===== src/rtl/bus_xfer_decoder_pkg.sv =====
// Shared definitions for the bus transfer decoder: FSM state encoding,
// select-code constants and the hold-cycle bounds.
// Optional feature macro: BUS_XFER_ERR_EN (reserved-code error pulse).
package bus_xfer_decoder_pkg;

  // Transfer FSM states; ST_ERR is only reachable when BUS_XFER_ERR_EN is defined.
  typedef enum logic [1:0] {
    ST_IDLE  = 2'd0,
    ST_DRIVE = 2'd1,
    ST_LATCH = 2'd2,
    ST_ERR   = 2'd3
  } xfer_state_e;

  // Code 31 selects nothing; code 30 is reserved.
  localparam logic [4:0] CODE_NONE = 5'd31;
  localparam logic [4:0] CODE_RSVD = 5'd30;

  // Legal range of the HOLD_CYCLES parameter and the hold counter width.
  localparam int HOLD_MIN = 1;
  localparam int HOLD_MAX = 15;
  localparam int CNT_W    = 4;

  // Counter preload for a given hold length, clamped into the legal range
  // so an out-of-range parameter cannot wrap the 4-bit counter.
  function automatic logic [CNT_W-1:0] hold_load_f(input int hold);
    int h;
    h = hold;
    if (h < HOLD_MIN) begin
      h = HOLD_MIN;
    end else if (h > HOLD_MAX) begin
      h = HOLD_MAX;
    end else begin
      h = hold;
    end
    return CNT_W'(h - 1);
  endfunction

  // True when a select code is the reserved value.
  function automatic logic is_rsvd_f(input logic [4:0] code);
    return (code == CODE_RSVD);
  endfunction

endpackage


===== src/rtl/bus_xfer_decoder_if.sv =====
// Request/bus-enable bundle between a transfer requester (master) and the
// bus transfer decoder (slave). The err signal exists only with BUS_XFER_ERR_EN.
interface bus_xfer_decoder_if;

  logic        req_valid;
  logic        req_ready;
  logic [4:0]  src_code;
  logic [4:0]  dst_code;
  logic [31:0] drive_en;
  logic [31:0] load_en;
  logic        busy;
  logic        done;
`ifdef BUS_XFER_ERR_EN
  logic        err;

  modport master (
    output req_valid, src_code, dst_code,
    input  req_ready, drive_en, load_en, busy, done, err
  );

  modport slave (
    input  req_valid, src_code, dst_code,
    output req_ready, drive_en, load_en, busy, done, err
  );
`else
  modport master (
    output req_valid, src_code, dst_code,
    input  req_ready, drive_en, load_en, busy, done
  );

  modport slave (
    input  req_valid, src_code, dst_code,
    output req_ready, drive_en, load_en, busy, done
  );
`endif

endinterface


===== src/rtl/bus_code_dec.sv =====
// Combinational 5-to-32 select decoder. Code 0 maps to bit 7, codes 1..7
// map to bits 0..6, codes 8..29 map straight through, and 30/31 select nothing.
module bus_code_dec
  import bus_xfer_decoder_pkg::*;
(
  input  logic [4:0]  code,
  output logic [31:0] onehot
);

  // Map the select code onto its single enable bit.
  always_comb begin
    onehot = 32'd0;
    case (code)
      5'd0:                         onehot = 32'h0000_0080;
      5'd1, 5'd2, 5'd3, 5'd4,
      5'd5, 5'd6, 5'd7:             onehot = 32'd1 << (code - 5'd1);
      CODE_RSVD, CODE_NONE:         onehot = 32'd0;
      default:                      onehot = 32'd1 << code;
    endcase
  end

endmodule


===== src/rtl/bus_xfer_decoder.sv =====
// Bus transfer decoder: accepts a source/destination request, drives the
// source onto the bus for HOLD_CYCLES cycles, then pulses the destination
// load enable while the source is still driving. All outputs are flops.
// Optional feature macro: BUS_XFER_ERR_EN -- reserved code 30 raises a
// one-cycle err pulse instead of starting a transfer.
module bus_xfer_decoder
  import bus_xfer_decoder_pkg::*;
#(
  parameter int HOLD_CYCLES = 1
) (
  input  logic              clk,
  input  logic              clr,
  bus_xfer_decoder_if.slave bus
);

  localparam logic [CNT_W-1:0] HOLD_LOAD = hold_load_f(HOLD_CYCLES);
  localparam logic [CNT_W-1:0] CNT_ZERO  = {CNT_W{1'b0}};
  localparam logic [CNT_W-1:0] CNT_ONE   = CNT_W'(1);

  xfer_state_e      state_r;
  logic [CNT_W-1:0] cnt_r;
  logic [4:0]       src_code_r;
  logic [4:0]       dst_code_r;

  logic             req_ready_r;
  logic             busy_r;
  logic             done_r;
  logic [31:0]      drive_en_r;
  logic [31:0]      load_en_r;
`ifdef BUS_XFER_ERR_EN
  logic             err_r;
  logic             rsvd_s;
`endif

  logic [4:0]       src_sel_s;
  logic [4:0]       dst_sel_s;
  logic [31:0]      src_oh_s;
  logic [31:0]      dst_oh_s;
  logic             accept_s;

  // Decode the live request codes while idle (so the first drive cycle is
  // registered from them) and the captured codes once a transfer is running.
  always_comb begin
    src_sel_s = (state_r == ST_IDLE) ? bus.src_code : src_code_r;
    dst_sel_s = (state_r == ST_IDLE) ? bus.dst_code : dst_code_r;
    accept_s  = bus.req_valid && req_ready_r;
`ifdef BUS_XFER_ERR_EN
    rsvd_s    = is_rsvd_f(bus.src_code) || is_rsvd_f(bus.dst_code);
`endif
  end

  bus_code_dec u_src_dec (
    .code   (src_sel_s),
    .onehot (src_oh_s)
  );

  bus_code_dec u_dst_dec (
    .code   (dst_sel_s),
    .onehot (dst_oh_s)
  );

  // Transfer FSM with all outputs registered from the next-state decisions.
  always_ff @(posedge clk or posedge clr) begin
    if (clr) begin
      state_r     <= ST_IDLE;
      cnt_r       <= CNT_ZERO;
      src_code_r  <= CODE_NONE;
      dst_code_r  <= CODE_NONE;
      req_ready_r <= 1'b1;
      busy_r      <= 1'b0;
      done_r      <= 1'b0;
      drive_en_r  <= 32'd0;
      load_en_r   <= 32'd0;
`ifdef BUS_XFER_ERR_EN
      err_r       <= 1'b0;
`endif
    end else begin
      case (state_r)
        ST_IDLE: begin
          done_r    <= 1'b0;
          load_en_r <= 32'd0;
          if (accept_s) begin
            src_code_r  <= bus.src_code;
            dst_code_r  <= bus.dst_code;
            req_ready_r <= 1'b0;
            busy_r      <= 1'b1;
`ifdef BUS_XFER_ERR_EN
            if (rsvd_s) begin
              // Reserved code: flag it and spend one cycle with no enables.
              state_r    <= ST_ERR;
              cnt_r      <= CNT_ZERO;
              drive_en_r <= 32'd0;
              err_r      <= 1'b1;
            end else
`endif
            begin
              state_r    <= ST_DRIVE;
              cnt_r      <= HOLD_LOAD;
              drive_en_r <= src_oh_s;
            end
          end else begin
            req_ready_r <= 1'b1;
            busy_r      <= 1'b0;
            drive_en_r  <= 32'd0;
          end
        end

        ST_DRIVE: begin
          drive_en_r <= src_oh_s;
          if (cnt_r == CNT_ZERO) begin
            // Source has been on the bus long enough; load the destination.
            state_r   <= ST_LATCH;
            load_en_r <= dst_oh_s;
            done_r    <= 1'b1;
          end else begin
            cnt_r     <= cnt_r - CNT_ONE;
            load_en_r <= 32'd0;
            done_r    <= 1'b0;
          end
        end

        ST_LATCH: begin
          state_r     <= ST_IDLE;
          drive_en_r  <= 32'd0;
          load_en_r   <= 32'd0;
          done_r      <= 1'b0;
          busy_r      <= 1'b0;
          req_ready_r <= 1'b1;
        end

        ST_ERR: begin
          state_r     <= ST_IDLE;
          drive_en_r  <= 32'd0;
          load_en_r   <= 32'd0;
          done_r      <= 1'b0;
          busy_r      <= 1'b0;
          req_ready_r <= 1'b1;
`ifdef BUS_XFER_ERR_EN
          err_r       <= 1'b0;
`endif
        end

        default: begin
          state_r     <= ST_IDLE;
          cnt_r       <= CNT_ZERO;
          drive_en_r  <= 32'd0;
          load_en_r   <= 32'd0;
          done_r      <= 1'b0;
          busy_r      <= 1'b0;
          req_ready_r <= 1'b1;
`ifdef BUS_XFER_ERR_EN
          err_r       <= 1'b0;
`endif
        end
      endcase
    end
  end

  assign bus.req_ready = req_ready_r;
  assign bus.busy      = busy_r;
  assign bus.done      = done_r;
  assign bus.drive_en  = drive_en_r;
  assign bus.load_en   = load_en_r;
`ifdef BUS_XFER_ERR_EN
  assign bus.err       = err_r;
`endif

endmodule


===== src/flat_wrapper.sv =====
// flat-port wrapper written by rule: the top's interface ports become plain ports
module bus_xfer_decoder_flat import bus_xfer_decoder_pkg::*;
#(
  parameter int HOLD_CYCLES = 1
)
  (clk, clr, bus_req_valid, bus_src_code, bus_dst_code, bus_req_ready, bus_drive_en, bus_load_en, bus_busy, bus_done);
  bus_xfer_decoder_if bus_i ();
  input  logic clk;
  input  logic clr;
  input wire logic [$bits(bus_i.req_valid)-1:0] bus_req_valid;
  input wire logic [$bits(bus_i.src_code)-1:0] bus_src_code;
  input wire logic [$bits(bus_i.dst_code)-1:0] bus_dst_code;
  output wire logic [$bits(bus_i.req_ready)-1:0] bus_req_ready;
  output wire logic [$bits(bus_i.drive_en)-1:0] bus_drive_en;
  output wire logic [$bits(bus_i.load_en)-1:0] bus_load_en;
  output wire logic [$bits(bus_i.busy)-1:0] bus_busy;
  output wire logic [$bits(bus_i.done)-1:0] bus_done;
  assign bus_i.req_valid = bus_req_valid;
  assign bus_i.src_code = bus_src_code;
  assign bus_i.dst_code = bus_dst_code;
  assign bus_req_ready = bus_i.req_ready;
  assign bus_drive_en = bus_i.drive_en;
  assign bus_load_en = bus_i.load_en;
  assign bus_busy = bus_i.busy;
  assign bus_done = bus_i.done;
  bus_xfer_decoder #(.HOLD_CYCLES(HOLD_CYCLES)) u_core (.clk(clk), .clr(clr), .bus(bus_i));
endmodule

===== config.mk =====
export PLATFORM = sky130hd
export DESIGN_NAME = bus_xfer_decoder_flat
export DESIGN_NICKNAME = d
export VERILOG_FILES = /design/src/rtl/bus_xfer_decoder_pkg.sv /design/src/rtl/bus_xfer_decoder_if.sv /design/src/rtl/bus_code_dec.sv /design/src/rtl/bus_xfer_decoder.sv /design/src/flat_wrapper.sv
export SDC_FILE = /design/constraint.sdc
export NUM_CORES = 1
export LEC_CHECK = 0
export CAP_MARGIN = 20
export CORE_MARGIN = 8
export CORE_UTILIZATION = 56
export DETAILED_ROUTE_END_ITERATION = 7
export PLACE_DENSITY_LB_ADDON = 0.05
export SYNTH_ARGS = -nofsm -noshare
export SYNTH_HDL_FRONTEND = slang
export SYNTH_HIERARCHICAL = 1
export SYNTH_SLANG_ARGS = --single-unit
export TNS_END_PERCENT = 10

===== constraint.sdc =====
create_clock -name clk -period 5.1 [get_ports clk]
set_input_delay 0.765 -clock clk [delete_from_list [all_inputs] [get_ports clk]]
set_output_delay 0.765 -clock clk [all_outputs]
set_load 0.01 [all_outputs]

==> metrics, run 1 <==
clock latency on the worst-skew pair 0.35 ns; post-DP HPWL 6.37 mm; Tcrit/Tclk final 62.1%; drt initial violations 130; die height 101 um; cell count after synthesis 381; Die W 101 um; crit path from u_core/state_r[1]; synth cell count leaders dfrtp_1, nor2_1, and2_1, and3_1, mux2_2; Final Hold Viols 0; status complete, no violations; Final Max Tran Viols 0; Mapped Avg Cell Area 10.5 sq um; reg2reg start u_core/state_r[1]; flops & latches, synth 83; Worst Max-Slew Pin Slew 0.855 ns; Max transition margin 43.0%; area grow syn2layout 26.5%; Critical Path Start Type flip-flop; routability cong. 0.855; endpoints failing setup 0; Max-Cap Viols 0; Synth top area share 44.9%; CTS max path bufs 2; Critical Path End Type flip-flop; sequential share of the synthesized area 52.1%; Syn Nets 406; DR pass1 iterations 4; fraction of registers with async set/reset 100%; Power Dens Cells 617 nW/um^2; cell count after placement 544; worst min path class flip-flop to flip-flop; EDFF count, synth 0; Static Leakage 2.30 nW; Post-CTS Hold Buffers 0; dominant cell type by area after synthesis dfrtp_1; via/cell ratio 5.44; # IOs 80; CTS resizes 0; Clock Tree Root clkbuf_8; RR Endpoint u_core/bus.load_en[31]; die area 10100 sq um; CTS tree done; maximum clock rate 316 MHz; min Tclk post-route 3.17 ns; CTS Buf Count 9; flop2flop setup slack 1.93 ns; top-count cell post-synth dfrtp_1; initial antenna violation count 0; Top FF cell, synth dfrtp_1; Rows 31; Core ar. 7100 sq um; maximum vdd drop 0.000511 V; yosys warns 6; gr ovfl total 0; Net count, final 481; vias 3048; Synth Cell Area 4010 sq um; largest net degree at the start of global routing 52; Synth area leaders dfrtp_1, dfstp_2, nor2_1, mux2_2, and2_1; critical path class flip-flop to flip-flop; Critical Path End u_core/bus.load_en[31]; CTS Sinks 83; distinct cell type count after synthesis 42; first-pass GRT wire length 14.8 mm; Clock Skew 0.0120 ns; layout cells sized above 1 15.2%; WP data required 5.33 ns; Starting Density 56.5%; CP max FO 12; GRT Total Usage 18.7%; clock transition at the registers of the reported paths 0.08 ns; RSZ-0062 raised after global routing false; R2R cell count 10; post-route ant nets 0; H-tree depth 3; total wire length 8.99 mm; # fillers 565; Total Negative Setup Slacks 0 ns; DRC 0; setup repair bufs after CTS 0; PortBufs 79; ANT cells 0; non-filler cells, final 560; fin util 71.5%; WL per Instance 16.0 um; arrival time at the worst endpoint 3.40 ns; hold_ws 0.497 ns; vias in the first global route 2919
-- final cells by class --
class	instances	area, sq um	area share, %
clock inverter	6	72.6	1.43
inverter	10	38.8	0.764
clock buffer	10	128	2.51
tap	99	124	2.44
timing repair buffer	84	828	16.3
sequential	83	2090	41.2
multi-input combinational	268	1790	35.3
-- worst max-delay path, stage by stage, from the launching register on --
cell and delay (ns):
dfrtp_1 0.46, nor2_1 0.16, buf_4 0.22, mux2_2 0.47
inv_1 0.19, ha_1 0.37, a2111oi_4 0.16, nand2b_2 0.27
a31oi_2 0.49, nor2_1 0.10, and3_1 0.16
-- sequential cells by signal, summed over array words and instances (netlist names) --
| register | flops |
|---|---|
| u_core/bus.req_ready | 1 |
| u_core/bus.busy | 1 |
| u_core/cnt_r | 4 |
| u_core/src_code_r | 5 |
| u_core/bus.drive_en | 32 |
| u_core/bus.load_en | 32 |
| u_core/dst_code_r | 5 |
| u_core/bus.done | 1 |
| u_core/state_r | 2 |
-- metal layers --
layer | vias up | track usage, % | part of all wire, %
li1 | 1452 | - | -
met1 | 1485 | 25.1 | 46
met2 | 96 | 28.9 | 47
met3 | 15 | 3.45 | 5.8
met4 | 0 | 7.67 | 1.4
met5 | - | 0 | 0
-- logic make-up (layout without fill, tap and decap cells) --
kind of cell             Yosys count  in the layout  share of synthesized area, %
multiplexers                      23             23                          6.61
flip-flops                        83             83                          52.1
AO/OA/AOI/OAI                     43             43                          8.95
AND/OR/NAND/NOR                  190            190                          25.3
buffers and inverters             30            110                          3.27
adder cells (fa/ha/maj)           12             12                          3.74
-- worst min path at each step --
stage | startpoint | to | slack [ns] | depth (start not counted)
finish | u_core/bus.busy | u_core/bus.busy | 0.50 | 1
global route | u_core/bus.busy | u_core/bus.busy | 0.51 | 1
CTS | u_core/bus.busy | u_core/bus.busy | 0.50 | 1
detailed placement | u_core/bus.busy | u_core/bus.busy | 0.48 | 1
global placement | u_core/bus.busy | u_core/bus.busy | 0.46 | 1
floorplan | u_core/bus.req_ready | u_core/bus.req_ready | 0.51 | 2
-- cell usage in the layout (no fill, tap or decap), types with 3 or more instances in the layout --
cell type / count
or2_2: 4
and2_1: 34
dfstp_2: 11
buf_4: 5
nor2_1: 71
clkdlybuf4s50_1: 79
ha_1: 12
nand3b_1: 4
a31oi_2: 6
nand2b_1: 4
inv_1: 9
nor4b_1: 4
o21ai_0: 12
a31oi_1: 3
dfrtp_1: 72
a21oi_1: 4
and3_1: 33
nor3_1: 6
nor4_1: 8
clkbuf_8: 9
nand2_1: 6
mux2_2: 20
or3_1: 6
-- power by group --
group / switching, mW / internal [mW]
combinational: 1.09 / 0.681
sequential: 0.0637 / 0.818
clock: 0.248 / 0.232
-- per-stage QoR --
step	power (mW)	instance area, sq um	setup slack [ns]
2_1_floorplan	2.18	4010	2.20
3_3_place_gp	2.61	4880	1.70
3_5_place_dp	2.63	4880	1.66
4_1_cts	3.13	5080	1.98
5_1_grt	3.36	5080	1.70
6_report	3.13	5080	1.93
(Power assumes the default switching activity.)
==> run 2: changes to the inputs <==
- CORE_UTILIZATION: 56 -> 52
- clock period: 5.1 -> 3 ns (I/O delays scaled with it)
==> metrics, run 2 (same netlist as run 1, synthesis figures left out) <==
Core ar. 7610 sq um; area grow syn2layout 30.9%; gr ovfl total 0; hold_ws 0.497 ns; GRT Total Usage 17.0%; maximum vdd drop 0.000839 V; routability cong. 0.936; Rows 32; Static Leakage 2.37 nW; non-filler cells, final 575; ANT cells 0; CTS tree done; commonest non-fill, non-tap cells in the layout clkdlybuf4s50_1, dfrtp_1, nor2_1; endpoints failing setup 0; largest net degree at the start of global routing 46; clock latency on the worst-skew pair 0.34 ns; PortBufs 79; # IOs 80; CP max FO 10; Starting Density 52.7%; drt initial violations 136; via/cell ratio 5.28; Hold Startpoint u_core/bus.busy; Max-Cap Viols 0; critical path class flip-flop to flip-flop; flop2flop setup slack 0.14 ns; most common cell after layout, fill and taps aside clkdlybuf4s50_1; Die W 104 um; worst min path class flip-flop to flip-flop; Final Hold Viols 0; H-tree depth 3; total wire length 8.95 mm; Net count, final 494; met3 usage 5.45%; worst slack, placed 0.0192 ns; most used routing layer met2; met1 usage 22.4%; fin util 69.0%; cell count after placement 559; status complete, no violations; post-DP HPWL 6.37 mm; Post-CTS Hold Buffers 0; clock transition at the registers of the reported paths 0.08 ns; CTS Sinks 83; hold endpoint u_core/bus.busy; vias in the first global route 2928; Tcrit/Tclk final 95.4%; maximum clock rate 349 MHz; die height 104 um; Clock Skew 0.00807 ns; layout cells sized above 1 19.2%; Pwr Total 5.65 mW; first-pass GRT wire length 15.0 mm; Clock Tree Root clkbuf_8; Max transition margin 47.4%; reg2reg start u_core/state_r[0]; CTS max path bufs 2; Cells on Worst Hold Path 1; DR pass1 iterations 5; final worst slack 0.138 ns; CTS Buf Count 9; DRC 0; arrival time at the worst endpoint 3.14 ns; WL per Instance 15.6 um; initial antenna violation count 0; WP data required 3.28 ns; Worst Max-Slew Pin Slew 0.789 ns; min Tclk post-route 2.86 ns; Power Dens Cells 1080 nW/um^2; RR Endpoint u_core/bus.load_en[21]; post-route ant nets 0; die area 10800 sq um; R2R cell count 10; placed inst area 4980 sq um; routing usage on met2 26.2%; Final Instance Area 5250 sq um; Total Negative Setup Slacks 0 ns; vias 3035; Critical Path Start Type flip-flop; Final Max Tran Viols 0; Critical Path End Type flip-flop
run 2: changes by cell type in the layout (fill, tap and decap cells not counted), moves of 2 or more:
cell   change
buf_4     +11
ha_1       -4
ha_2       +3
inv_1      -2
run 2: final cells by class:
| class | count | area, sq um |
|---|---|---|
| clock buffer | 9 | 124 |
| clock inverter | 6 | 90.1 |
| fill | 601 | 2350 |
| inverter | 10 | 42.5 |
| multi-input combinational | 268 | 1830 |
| sequential | 83 | 2090 |
| tap | 102 | 128 |
| timing repair buffer | 97 | 942 |
run 2: worst max-delay path by stage:
stage,start,end,cells past startpoint,slack (ns)
6_report,u_core/state_r[0],u_core/bus.load_en[21],10,0.14
5_1_grt,u_core/state_r[0],u_core/bus.drive_en[29],9,-0.006
3_5_place_dp,u_core/state_r[1],u_core/bus.load_en[21],9,0.02
3_3_place_gp,u_core/state_r[1],u_core/bus.load_en[10],9,0.03
4_1_cts,u_core/state_r[1],u_core/bus.load_en[17],9,0.01
2_1_floorplan,u_core/state_r[1],u_core/bus.load_en[28],11,0.10
run 2: power breakdown:
group / internal (mW) / leakage, nW / switching, mW / total (mW)
Sequential: 1.39 / 1.11 / 0.112 / 1.50
Combinational: 1.38 / 1.16 / 1.91 / 3.29
Clock: 0.467 / 0.106 / 0.396 / 0.863
run 2: worst max-delay path: stages (launching register included):
cell	delay (ns)
dfrtp_1	0.44
nor2_2	0.18
buf_6	0.18
mux2_2	0.39
inv_1	0.19
ha_2	0.30
o31ai_1	0.13
or3_1	0.33
a221o_1	0.41
nor2_1	0.12
and3_1	0.15
run 2: repair_timing:
action	CTS	global route
setup endpoints to repair	11	54
pin swaps	1	1
gates resized for setup	2	11
setup buffers	0	1
run 2: per-layer routing:
metal / wire length, um / vias up
li1: - / 1485
met3: 622 / 4
met5: 0 / -
met4: 63 / 0
met2: 4190 / 104
met1: 4070 / 1442
==> run 3: changes to the inputs <==
- GPL_TIMING_DRIVEN: default -> 1
- REMOVE_ABC_BUFFERS: default -> 1
==> metrics, run 3 (same netlist as run 1, synthesis figures left out) <==
status complete, no violations; sequential power share 27.0%; critical path class flip-flop to flip-flop; vias in the first global route 3131; Clock power frac 14.9%; maximum clock rate 356 MHz; vias 3064; Critical Path Start Type flip-flop; clock transition at the registers of the reported paths 0.09 ns; RSZ-0062 raised after global routing false; switching power summed over all nets 2.40 mW; CTS Sinks 83; min Tclk post-route 2.81 ns; routability cong. 0.898; GRT Total Usage 17.7%; Int Power 3.16 mW; arrival time at the worst endpoint 3.09 ns; RR Endpoint u_core/bus.load_en[20]; PortBufs 79; area grow syn2layout 30.3%; CTS Buf Count 9; most common cell after layout, fill and taps aside clkdlybuf4s50_1; total wire length 9.16 mm; R2R cell count 10; WP data required 3.28 ns; # fillers 579; CTS tree done; H-tree depth 3; CP max FO 11; Net count, final 496; drt initial violations 149; worst min path class flip-flop to flip-flop; reg2reg start u_core/state_r[1]; Pwr Total 5.56 mW; Max-Cap Viols 0; initial antenna violation count 0; Clock Skew 0.00693 ns; first-pass GRT wire length 15.9 mm; DRC 0; Final Hold Viols 0; Tcrit/Tclk final 93.6%; largest net degree at the start of global routing 44; maximum vdd drop 0.000878 V; Rows 32; DR pass1 iterations 4; routing usage on met2 27.5%; Die W 104 um; Worst Max-Slew Pin Slew 0.797 ns; gr ovfl total 0; CTS max path bufs 2; flop2flop setup slack 0.19 ns; WL per Instance 15.8 um; endpoints failing setup 0; Starting Density 52.7%; Max transition margin 46.8%; die area 10800 sq um; met1 usage 24.0%; die height 104 um; Power Dens Cells 1060 nW/um^2; combinational share of power 58.1%; post-DP HPWL 6.74 mm; sw frac 43.2%; most used routing layer met2; via/cell ratio 5.30; layout cells sized above 1 19.1%; # IOs 80; Clock Tree Root clkbuf_8; Hold Startpoint u_core/bus.busy; Post-CTS Hold Buffers 0; Core ar. 7610 sq um; Total Negative Setup Slacks 0 ns; Static Leakage 2.37 nW; Final Max Tran Viols 0; Cells on Worst Hold Path 1; ANT cells 0; fin util 68.7%; hold_ws 0.488 ns; commonest non-fill, non-tap cells in the layout clkdlybuf4s50_1, nor2_1, dfrtp_1; hold endpoint u_core/bus.busy; clock latency on the worst-skew pair 0.34 ns; Critical Path End Type flip-flop; post-route ant nets 0; met3 usage 4.21%
==> run 3: repair_timing <==
| item | CTS | global route |
|---|---|---|
| gates resized for setup | 0 | 7 |
| setup endpoints to repair | 0 | 43 |
| buffers inserted | 0 | 2 |
==> run 3: final cells by class <==
type / instances / area (sq um) / share of cell area [%]
repair buffers: 99 / 957 / 18.3
multi-input cells: 268 / 1800 / 34.5
clock inverters: 6 / 71.3 / 1.36
well taps: 102 / 128 / 2.44
inverters: 10 / 38.8 / 0.742
flip-flops and latches: 83 / 2090 / 40.0
clock buffers: 10 / 138 / 2.63
==> run 3: per-stage QoR <==
| step | setup WS, ns | area [sq um] | cells |
|---|---|---|---|
| 2_1_floorplan | 0.00760 | 3920 | 361 |
| 3_3_place_gp | 0.127 | 4990 | 560 |
| 3_5_place_dp | 0.0647 | 4990 | 560 |
| 4_1_cts | 0.0954 | 5200 | 576 |
| 5_1_grt | 0.00601 | 5230 | 578 |
| 6_report | 0.191 | 5230 | 578 |
==> run 3: worst max path at each step <==
stage	start	to	slack [ns]	depth (start not counted)
floorplan	u_core/state_r[1]	u_core/bus.load_en[28]	0.008	9
finish	u_core/state_r[1]	u_core/bus.load_en[20]	0.19	10
global placement	bus_dst_code[0]	u_core/bus.load_en[20]	0.13	9
detailed placement	bus_dst_code[0]	u_core/bus.load_en[20]	0.06	9
global route	u_core/state_r[0]	u_core/bus.load_en[22]	0.006	10
CTS	u_core/state_r[1]	u_core/bus.load_en[20]	0.1	9
==> run 3: worst max-delay path: stages (launching register included) <==
cell	delay, ns
dfrtp_2	0.46
nor2_1	0.13
buf_6	0.18
mux2_2	0.39
inv_1	0.18
ha_2	0.27
o31ai_1	0.11
or3_1	0.32
a221o_1	0.43
nor2_1	0.11
and3_1	0.17
==> run 3: routing by layer <==
metal	up-vias	wire length (um)
met5	-	0
met4	0	47
met3	6	600
met2	88	4320
met1	1480	4190
li1	1490	-
==> run 3: power by group through the flow <==
stage | sequential, mW | combinational (mW) | clock (mW)
finish | 1.50 | 3.23 | 0.828
global route | 1.54 | 3.58 | 0.891
CTS | 1.51 | 3.15 | 0.854
detailed placement | 1.53 | 3.14 | 0
global placement | 1.52 | 3.08 | 0
floorplan | 1.56 | 2.02 | 0
